## src/rtl/fetch_stage.sv

```systemverilog
// Instruction-fetch stage: owns the fetch PC, drives the code memory
// address and registers the returned word into the decode register.
module fetch_stage #(
  parameter logic [31:0] RESET_PC   = 32'h0000_0000,
  parameter logic [31:0] NOP_INST   = 32'hE1A0_0000,
  parameter int unsigned CODE_BYTES = 1024
) (
  input  logic        clk,
  input  logic        resetn,
  input  logic        stall,
  input  logic        redirect_en,
  input  logic [31:0] redirect_pc,
  output logic [31:0] imem_addr,
  input  logic [31:0] imem_data,
  output logic [31:0] decd_inst,
  output logic [31:0] decd_pc,
  output logic [31:0] decd_pc_plus8,
  output logic        decd_valid,
  output logic [1:0]  fetch_state
);

  typedef enum logic [1:0] {
    BOOT = 2'd0,
    RUN  = 2'd1,
    HALT = 2'd2
  } state_e;

  localparam logic [31:0] CODE_LIM = 32'(CODE_BYTES);

  state_e      state_q, state_d;
  logic [31:0] req_pc_q, req_pc_d;
  logic        req_valid_q, req_valid_d;
  logic [31:0] decd_inst_q, decd_inst_d;
  logic [31:0] decd_pc_q, decd_pc_d;
  logic        decd_valid_q, decd_valid_d;

  logic [31:0] tgt_pc;
  logic [31:0] pc_inc;
  logic        unused_lsb;

  assign tgt_pc     = {redirect_pc[31:2], 2'b00};
  assign pc_inc     = req_pc_q + 32'd4;
  assign unused_lsb = ^redirect_pc[1:0];

  always_comb begin
    if (redirect_en) begin
      imem_addr = tgt_pc;
    end else if (state_q == BOOT) begin
      imem_addr = RESET_PC;
    end else if (stall || state_q == HALT) begin
      imem_addr = req_pc_q;
    end else begin
      imem_addr = pc_inc;
    end
  end

  always_comb begin
    state_d      = state_q;
    req_pc_d     = req_pc_q;
    req_valid_d  = req_valid_q;
    decd_inst_d  = decd_inst_q;
    decd_pc_d    = decd_pc_q;
    decd_valid_d = decd_valid_q;
    if (redirect_en) begin
      // squash the younger word; target lands in decode two edges later
      req_pc_d     = tgt_pc;
      req_valid_d  = 1'b1;
      decd_inst_d  = NOP_INST;
      decd_valid_d = 1'b0;
      decd_pc_d    = tgt_pc;
      state_d      = (tgt_pc >= CODE_LIM) ? HALT : RUN;
    end else if (state_q == BOOT) begin
      req_pc_d    = RESET_PC;
      req_valid_d = 1'b1;
      state_d     = RUN;
    end else if (stall) begin
      state_d = state_q;
    end else if (state_q == HALT) begin
      decd_inst_d  = NOP_INST;
      decd_valid_d = 1'b0;
    end else begin
      decd_inst_d  = req_valid_q ? imem_data : NOP_INST;
      decd_valid_d = req_valid_q;
      decd_pc_d    = req_pc_q;
      req_pc_d     = pc_inc;
      req_valid_d  = 1'b1;
      if (pc_inc >= CODE_LIM) begin
        state_d     = HALT;
        req_valid_d = 1'b0;
      end
    end
  end

  always_ff @(posedge clk) begin
    if (!resetn) begin
      state_q      <= BOOT;
      req_pc_q     <= RESET_PC;
      req_valid_q  <= 1'b0;
      decd_inst_q  <= NOP_INST;
      decd_pc_q    <= 32'd0;
      decd_valid_q <= 1'b0;
    end else begin
      state_q      <= state_d;
      req_pc_q     <= req_pc_d;
      req_valid_q  <= req_valid_d;
      decd_inst_q  <= decd_inst_d;
      decd_pc_q    <= decd_pc_d;
      decd_valid_q <= decd_valid_d;
    end
  end

  assign decd_inst     = decd_inst_q;
  assign decd_pc       = decd_pc_q;
  assign decd_pc_plus8 = decd_pc_q + 32'd8;
  assign decd_valid    = decd_valid_q;
  assign fetch_state   = state_q;

endmodule
```

## config.mk

```make
export PLATFORM = sky130hd
export DESIGN_NAME = fetch_stage
export DESIGN_NICKNAME = d
export VERILOG_FILES = /design/src/rtl/fetch_stage.sv
export SDC_FILE = /design/constraint.sdc
export NUM_CORES = 1
export LEC_CHECK = 0
export CAP_MARGIN = 15
export CELL_PAD_IN_SITES_DETAIL_PLACEMENT = 1
export CELL_PAD_IN_SITES_GLOBAL_PLACEMENT = 1
export CORE_ASPECT_RATIO = 0.7
export CORE_MARGIN = 3
export CORE_UTILIZATION = 33
export CTS_CLUSTER_DIAMETER = 100
export DETAILED_ROUTE_END_ITERATION = 10
export PLACE_DENSITY_LB_ADDON = 0.3
export REMOVE_ABC_BUFFERS = 1
export SKIP_LAST_GASP = 1
export SYNTH_ARGS = -nofsm -noshare
export SYNTH_HDL_FRONTEND = slang
export SYNTH_SLANG_ARGS = --single-unit
export TNS_END_PERCENT = 5
```

## constraint.sdc

```tcl
create_clock -name clk -period 2.9 [get_ports clk]
set_input_delay 0.725 -clock clk [delete_from_list [all_inputs] [get_ports clk]]
set_output_delay 0.725 -clock clk [all_outputs]
set_load 0.01 [all_outputs]
```

Yosys cells after proc, flatten, opt, wreduce, memory -nomap -nowiden
Index checks and enable logic that the tools add are counted.
{"block": "totals", "regBits": 100, "output_inout_bits": 131, "word_cells": 58}
{"block": "classes", "addsub": 2, "order_cmp": 2, "n_eq_ne": 6, "mux": 25, "bitwise_logic": 4, "n_reduce_logical": 11}
{"cell": "$mux 32", "n": 13}
{"cell": "$ge 32x11->1 const B", "n": 2}
{"cell": "$add 32x3->32 const B", "n": 1}
{"cell": "$add 32x4->32 const B", "n": 1}
{"cell": "$mux 2", "n": 6}
{"cell": "$reduce_and 3->1", "n": 3}
{"cell": "$mux 1", "n": 6}
{"cell": "$reduce_and 2->1", "n": 3}
{"cell": "$ne 2x2->1 const B", "n": 2}
{"cell": "$not 1->1", "n": 4}
{"cell": "$ne 3x1->1 const B", "n": 1}
{"cell": "$ne 3x3->1 const B", "n": 1}
{"cell": "$reduce_bool 3->1", "n": 1}
{"cell": "$reduce_or 3->1", "n": 1}
{"cell": "$eq 2x2->1 const B", "n": 1}
{"cell": "$logic_not 2->1", "n": 1}
{"cell": "$ne 2x1->1 const B", "n": 1}
{"cell": "$reduce_or 2->1", "n": 1}
{"cell": "$logic_or 1x1->1", "n": 1}

Logic depth before layout (Yosys ltp)
{"block": "logic_depth", "word_depth": 7, "depth_mapped": 9}

Least setup slack after synthesis
Ideal clock, no wire load.
{"block": "synth_timing", "kind": "input -> output", "from": "in stall", "to": "out imem_addr[11]", "t_arrival_ns": 1.946, "setup_slack_ns": 0.229, "cell_stages": 5, "n_path_buf": 1, "path_cell_list": "a21oi_1 -> buf_2 -> nand4_1 -> xor2_1 -> o21ai_0"}
{"block": "synth_between", "elab_chain_cells": 4}
{"item": "from (decl)", "line_no": "10", "source": "input logic stall,"}
{"item": "$logic_or 1x1->1", "line_no": "50", "source": "end else if (stall || state_q == HALT) begin"}
{"item": "$mux 32", "line_no": "50"}
{"item": "$mux 32", "line_no": "48", "source": "end else if (state_q == BOOT) begin"}
{"item": "$mux 32", "line_no": "46", "source": "if (redirect_en) begin"}
{"item": "to (decl)", "line_no": "13", "source": "output logic [31:0] imem_addr,"}
Every way passes these cells.

Worst setup path in the final report
{"block": "layout_timing", "from": "in stall", "to": "out imem_addr[2]"}
The elaborated chain is that of the path after synthesis.

==> impl_metrics.env <==
export IMPL_first_global_vias=6442
export IMPL_cts_buffer_depth=2
export IMPL_grt_pass1_wl_um=34780
export IMPL_area_delta_synth_final_pct=55.44
export IMPL_die_h_um=115.7
export IMPL_die_x_um=162.7
export IMPL_cp_end_kind="primary output"
export IMPL_slew_headroom=0.5236
export IMPL_slew_violations=0
export IMPL_rsz0062_at_grt="true"
export IMPL_fp_dieArea_sq_um=18820
export IMPL_pwr_share_clk=0.348
export IMPL_p_switching_mw=1.028
export IMPL_hold_class="reg2reg"
export IMPL_cts_tree="done"
export IMPL_cp_arrival_ns=2.46
export IMPL_p_seq_frac=0.421
export IMPL_syn_cell_area_sq_um=5672
export IMPL_fin_ws_ns=-0.2865
export IMPL_cts_buffers=9
export IMPL_clock_latency_ns=0.36
export IMPL_htree_levels=3
export IMPL_worstSetupStartpointType="input port"
export IMPL_wl_per_cell_um=18.71
export IMPL_violations="negative setup slack"
export IMPL_fillers=1964
export IMPL_drive_above_1_share=0.1950
export IMPL_ys_seq_elements=96
export IMPL_crit_required_ns=2.17
export IMPL_post_route_period_util=1.099
export IMPL_io_pins=199
export IMPL_postRouteAntennaNets=0
export IMPL_core_sq_um=16590
export IMPL_utilization=0.5314
export IMPL_cts_root_buf="clkbuf_16"
export IMPL_p_comb_frac=0.231
export IMPL_dpl_hpwl_um=17370
export IMPL_io_buffer_count=190
export IMPL_setup_viol=43
export IMPL_async_flop_share=0
export IMPL_vias=6144
export IMPL_dr_pass1_iters=4
export IMPL_grt_max_degree=39
export IMPL_hold_viol_final=0
export IMPL_leakagePower_nw=3.685
export IMPL_wl_um=22240
export IMPL_nets=1030
export IMPL_synth_main_ff_cell="dfxtp_1"
export IMPL_power_mw=3.393
export IMPL_diodes=0
export IMPL_worst_setup_path_type="in2out"
export IMPL_ys_warn_count=0
export IMPL_p_int_mw=2.365
export IMPL_p_per_area_nw_per_um2=384.9
export IMPL_cp_max_fo=7
export IMPL_swShare=0.3031
export IMPL_syn_avg_cell_area_sq_um=8.161
export IMPL_fmax_mhz=313.8
export IMPL_status="complete, but fails checks"
export IMPL_via_per_inst=5.167
export IMPL_path_clk_slew_ns=0.08
export IMPL_synth_edf_count=0
export IMPL_period_needed_ns=3.187
export IMPL_synth_cell_types=62
export IMPL_worst_pin_slew_ns=0.7080
export IMPL_grt_usage=0.2312
export IMPL_yosysSeqAreaShare=0.3388
export IMPL_syn_instance_count=695
export IMPL_vdd_drop_max_uv=291.6
export IMPL_post_route_drc_count=0
export IMPL_globalplace_congestion=0.8927
export IMPL_maxCapViolCount=0
export IMPL_skew_ns=0.01088
export IMPL_grt_overflow=0
export IMPL_first_iter_violations=364
export IMPL_start_util=0.3419
export IMPL_holdBufCountCts=0
export IMPL_clkSinkCount=96
export IMPL_grt_antenna_before_repair=0
export IMPL_num_rows=39
[registers in the layout (all words and copies together), names as in the netlist]
register,count
req_pc_q,30
decd_inst,32
fetch_state,2
decd_valid,1
decd_pc,30
req_valid_q,1
[repair_timing]
item                       CTS  global route
pin swaps                    0             5
gates resized for setup     64            32
gates cloned                 1             0
buffers inserted             3             3
setup endpoints to repair   51            53
[placed cells by master (no fill, tap or decap), types with 4 or more instances in the layout]
cell type	synthesis	routed
and3_1	13	10
and2_1	58	56
buf_4	13	112
nor4_1	8	7
o22ai_1	6	6
clkbuf_16	0	9
dlygate4sd2_1	0	35
xnor2_1	43	42
buf_2	14	5
a22oi_1	26	26
nand3_1	18	18
nand2_1	70	68
o21ai_1	7	12
dfxtp_2	0	7
o21ai_0	63	57
clkdlybuf4s50_1	0	148
inv_1	10	10
nor2_1	56	53
xor2_1	27	27
dfxtp_1	96	87
nand4_1	21	21
a31oi_1	4	4
a21oi_1	12	11
and4_1	5	4
nor3_2	5	7
mux2i_1	30	30
conb_1	1	6
[worst paths after layout]
check                    from            to  slack, ns  cells after the start
setup / recovery        stall  imem_addr[2]      -0.29                      7
hold reg to reg    decd_valid    decd_valid       0.48                      2
setup reg to reg  req_pc_q[2]   req_valid_q       0.09                     11
hold / removal     decd_valid    decd_valid       0.48                      2
[power groups by stage]
stage / Clock, mW / Sequential (mW) / Combinational (mW)
after global routing: 1.27 / 1.44 / 0.848
after detailed placement: 0 / 1.46 / 0.795
after CTS: 1.21 / 1.43 / 0.782
final: 1.18 / 1.43 / 0.785
after global placement: 0 / 1.45 / 0.775
after floorplan: 0 / 1.49 / 0.275
[layout make-up]
| class | count | area, sq um | area share |
|---|---|---|---|
| clock buffer | 9 | 225.2 | 0.02555 |
| timing repair buffer | 307 | 2730 | 0.3097 |
| inverter | 10 | 37.54 | 0.004258 |
| clock inverter | 7 | 62.56 | 0.007096 |
| multi-input combinational | 535 | 3541 | 0.4016 |
| sequential | 96 | 1938 | 0.2198 |
| tap | 225 | 281.5 | 0.03193 |
[metal layers]
layer / global-route usage / routed length, um / vias to the layer above
met5: 0 / 0 / -
met4: 0.05296 / 298 / 0
met3: 0.05038 / 1212 / 22
met2: 0.3662 / 10120 / 165
met1: 0.3244 / 10610 / 3022
li1: - / - / 2935
[cells by family (layout without fill, tap and decap cells)]
group | after synthesis | count (layout) | synth area share
DFF | 96 | 96 | 0.3388
other | 1 | 6 | 0.0006612
adders and majority gates | 3 | 3 | 0.006619
buffers and inverters | 69 | 333 | 0.05868
muxes | 30 | 30 | 0.05295
AOI/OAI and AO/OA | 142 | 142 | 0.1599
and+or+nand+nor | 284 | 284 | 0.2742
xor gates and xnor gates | 70 | 70 | 0.1081
[through the flow]
| step | setup slack [ns] | std cells | area, sq um | hold WS, ns | setup TNS (ns) |
|---|---|---|---|---|---|
| after floorplan | -0.1754 | 641 | 5395 | 0.4805 | -0.5495 |
| after global placement | -0.6928 | 1166 | 8409 | 0.4422 | -18.52 |
| after detailed placement | -0.7753 | 1166 | 8409 | 0.4701 | -20.00 |
| after CTS | -0.2774 | 1186 | 8717 | 0.4847 | -6.989 |
| after global routing | -0.3848 | 1189 | 8816 | 0.5038 | -10.89 |
| final | -0.2865 | 1189 | 8816 | 0.4795 | -4.799 |
[synthesized netlist by cell type, types with 3 or more instances]
cell,count,area [sq um]
and4_1,5,43.79
nor2_1,56,210.2
buf_4,13,97.59
nand4_1,21,131.4
o21ai_1,7,35.03
nor3_1,5,25.02
a31oi_1,4,25.02
mux2i_1,30,300.3
nor4_1,8,50.05
a21oi_1,12,60.06
ha_1,3,37.54
nand3_1,18,90.09
nand2_1,70,262.8
and3_1,13,81.33
and2_1,58,362.9
xor2_1,27,236.5
dfxtp_1,96,1922
nand2b_1,3,18.77
buf_2,14,70.07
xnor2_1,43,376.6
clkbuf_1,29,108.9
or3_1,4,25.02
inv_1,10,37.54
o21ai_0,63,315.3
o22ai_1,6,37.54
nor3_2,5,50.05
a22oi_1,26,195.2
[worst max-delay path, stage by stage]
cell and delay, ns:
dlygate4sd2_1 0.36, a21oi_2 0.08, buf_4 0.16, buf_4 0.14, xnor2_1 0.11, o21ai_0 0.27, clkdlybuf4s50_1 0.61
No activity file was read; power rests on OpenSTA's default activity.
==> variant: new RTL, same flow settings <==
Make the reset (`resetn`) asynchronous in one clocked block.
--- a/src/rtl/fetch_stage.sv
+++ b/src/rtl/fetch_stage.sv
@@ -92,5 +92,5 @@
   end
 
-  always_ff @(posedge clk) begin
+  always_ff @(posedge clk or negedge resetn) begin
     if (!resetn) begin
       state_q      <= BOOT;
Formal check against the unedited RTL: differs if resetn is asserted again (counterexample within 4 cycles, from zero or initial values and one cycle with resetn low); with resetn held inactive, the same outputs for 4 cycles.
==> variant against the original RTL <==
- the run still ends with negative setup slack left
- worst setup slack got worse by 0.10 ns
- synthesized cell count down 14%
- die area decreased by 1.5%
- sequential power is 9% higher
- first-iteration DRC count increased by 16%
- routed wire length decreased by 2.4%
- power grew 18%
- sequential cell count is 1 higher
- clock power fell by 4%
- clock skew is 0.0033 ns lower
- area after synthesis fell by 1.5%
- cell area rose by 1.5%
- critical path type is now flip-flop to output port
- critical endpoint is now imem_addr[29]
==> variant: results (changes against the original RTL) <==
outcome=finished, violations left (unchanged); violated checks=negative setup slack (unchanged); Setup violations, final=52 (was 43); Peak supply drop=0.000292 V (about the same); proportion of layout cells with a drive suffix above 1=23.1% (was 19.5%); final wirelength=21.7 mm (was 22.2 mm); router iterations before antenna repair=5 (was 4); global-route wire length before repair=34.9 mm (was 34.8 mm); post-DP HPWL=16.3 mm (was 17.4 mm); RR Endpoint=fetch_state[1] (was req_valid_q); FFs w/ async S/R, synth=100% (was 0%); nets@finish=952 (was 1030); GPL Wtd Cong=0.925 (was 0.893); largest net degree at the start of global routing=61 (was 39); switching part of the total power=32.4% (was 30.3%); post-route setup slack=-0.391 ns (was -0.287 ns); top cells by area, synth=dfrtp_1 41%, o21ai_0 7.5%, xnor2_1 6.1%, mux2i_1 5.2%, a22o_1 4.1% (was dfxtp_1 34%, xnor2_1 6.6%, and2_1 6.4%, o21ai_0 5.6%, mux2i_1 5.3%); CP startpoint=req_pc_q[12] (was stall); CP peak stage delay=0.57 ns (was 0.61 ns); crit-path max FO=4 (was 7); delay-heaviest family, CP=simple AND/OR/NAND/NOR gates (was buffers and inverters); Setup Skew=0.00755 ns (was 0.0109 ns); Seq/Total Area, Yosys=43.6% (was 33.9%); vias in the first global route=6282 (was 6442); CP max-delay cell=or4_4 (was clkdlybuf4s50_1); PortBufs=194 (was 190); Synth Flop Type=dfrtp_1 (was dfxtp_1); DRT iter0 DRCs=421 (was 364); Via density=5.28 (was 5.17); Lkg Pwr=3.64 nW (was 3.68 nW); count of unique library cells instantiated by Yosys=56 (was 62); commonest cells in the netlist=91 x dfrtp_1, 84 x o21ai_0, 51 x nand2_1 (was 96 x dfxtp_1, 70 x nand2_1, 63 x o21ai_0); reg2reg setup slack=0.18 ns (was 0.09 ns); Crit path arrival time=2.57 ns (was 2.46 ns); setup TNS=-13.29 ns (was -4.80 ns)
==> variant: repair_timing <==
item / 4_1_cts / 5_1_grt
resized for setup: 104 / 3
hold endpoints to repair: 0 / 0
buffers inserted: 13 / 4
pin swaps: 8 / 2
setup endpoints to repair: 51 / 53
==> variant: cells by family (layout without fill, tap and decap cells) <==
family | count (synthesis) | in the layout | synth area share, %
simple gates | 200 | 200 | 19.6
compound gates | 148 | 148 | 16.7
flops | 97 | 97 | 43.6
xor+xnor | 58 | 58 | 9.10
buf+inv | 58 | 349 | 4.88
mux | 31 | 31 | 5.60
fa+ha+maj | 2 | 2 | 0.448
other cells | 1 | 2 | 0.0672
==> variant: power groups by stage <==
stage               sequential (W)  clock, W  combinational, W
floorplan                  0.00166         0          0.000397
global placement           0.00158         0           0.00126
detailed placement         0.00159         0           0.00129
CTS                        0.00156   0.00116           0.00131
global route               0.00158   0.00123           0.00143
finish                     0.00156   0.00113           0.00131
==> variant: area by class of cell <==
class / instances / area [sq um] / area share, %
well taps: 225 / 282 / 3.15
inverters: 7 / 26.3 / 0.294
clock inverters: 6 / 42.5 / 0.475
clock buffers: 10 / 229 / 2.56
multi-input cells: 441 / 3020 / 33.8
repair buffers: 326 / 2910 / 32.5
flip-flops and latches: 97 / 2430 / 27.2
==> variant: worst max path at each step <==
| stage | end | slack (ns) | cells past startpoint |
|---|---|---|---|
| after detailed placement | imem_addr[20] | -0.81 | 7 |
| after global routing | imem_addr[29] | -0.55 | 8 |
| final | imem_addr[29] | -0.39 | 8 |
| after global placement | imem_addr[18] | -0.80 | 8 |
| after CTS | imem_addr[29] | -0.38 | 8 |
| after floorplan | decd_inst[0] | -0.79 | 3 |
==> variant: through the flow <==
stage / std cells / hold slack, ns / worst slack, ns / total power [W] / area [sq um]
CTS: 1108 / 0.357 / -0.376 / 0.00402 / 8910
floorplan: 545 / 0.429 / -0.795 / 0.00206 / 5340
global route: 1112 / 0.365 / -0.554 / 0.00423 / 8950
detailed placement: 1079 / 0.477 / -0.809 / 0.00288 / 8480
finish: 1112 / 0.345 / -0.391 / 0.00401 / 8950
global placement: 1079 / 0.463 / -0.800 / 0.00284 / 8480
==> variant: per-layer routing <==
metal | vias up | part of all wire (%) | wire, um | track usage [%]
met4 | 0 | 1.3 | 285 | 5.04
met2 | 187 | 45 | 9780 | 36.4
met1 | 2941 | 47 | 10200 | 33.5
met5 | - | 0 | 0 | 0
li1 | 2720 | - | - | -
met3 | 26 | 6.5 | 1420 | 6.01
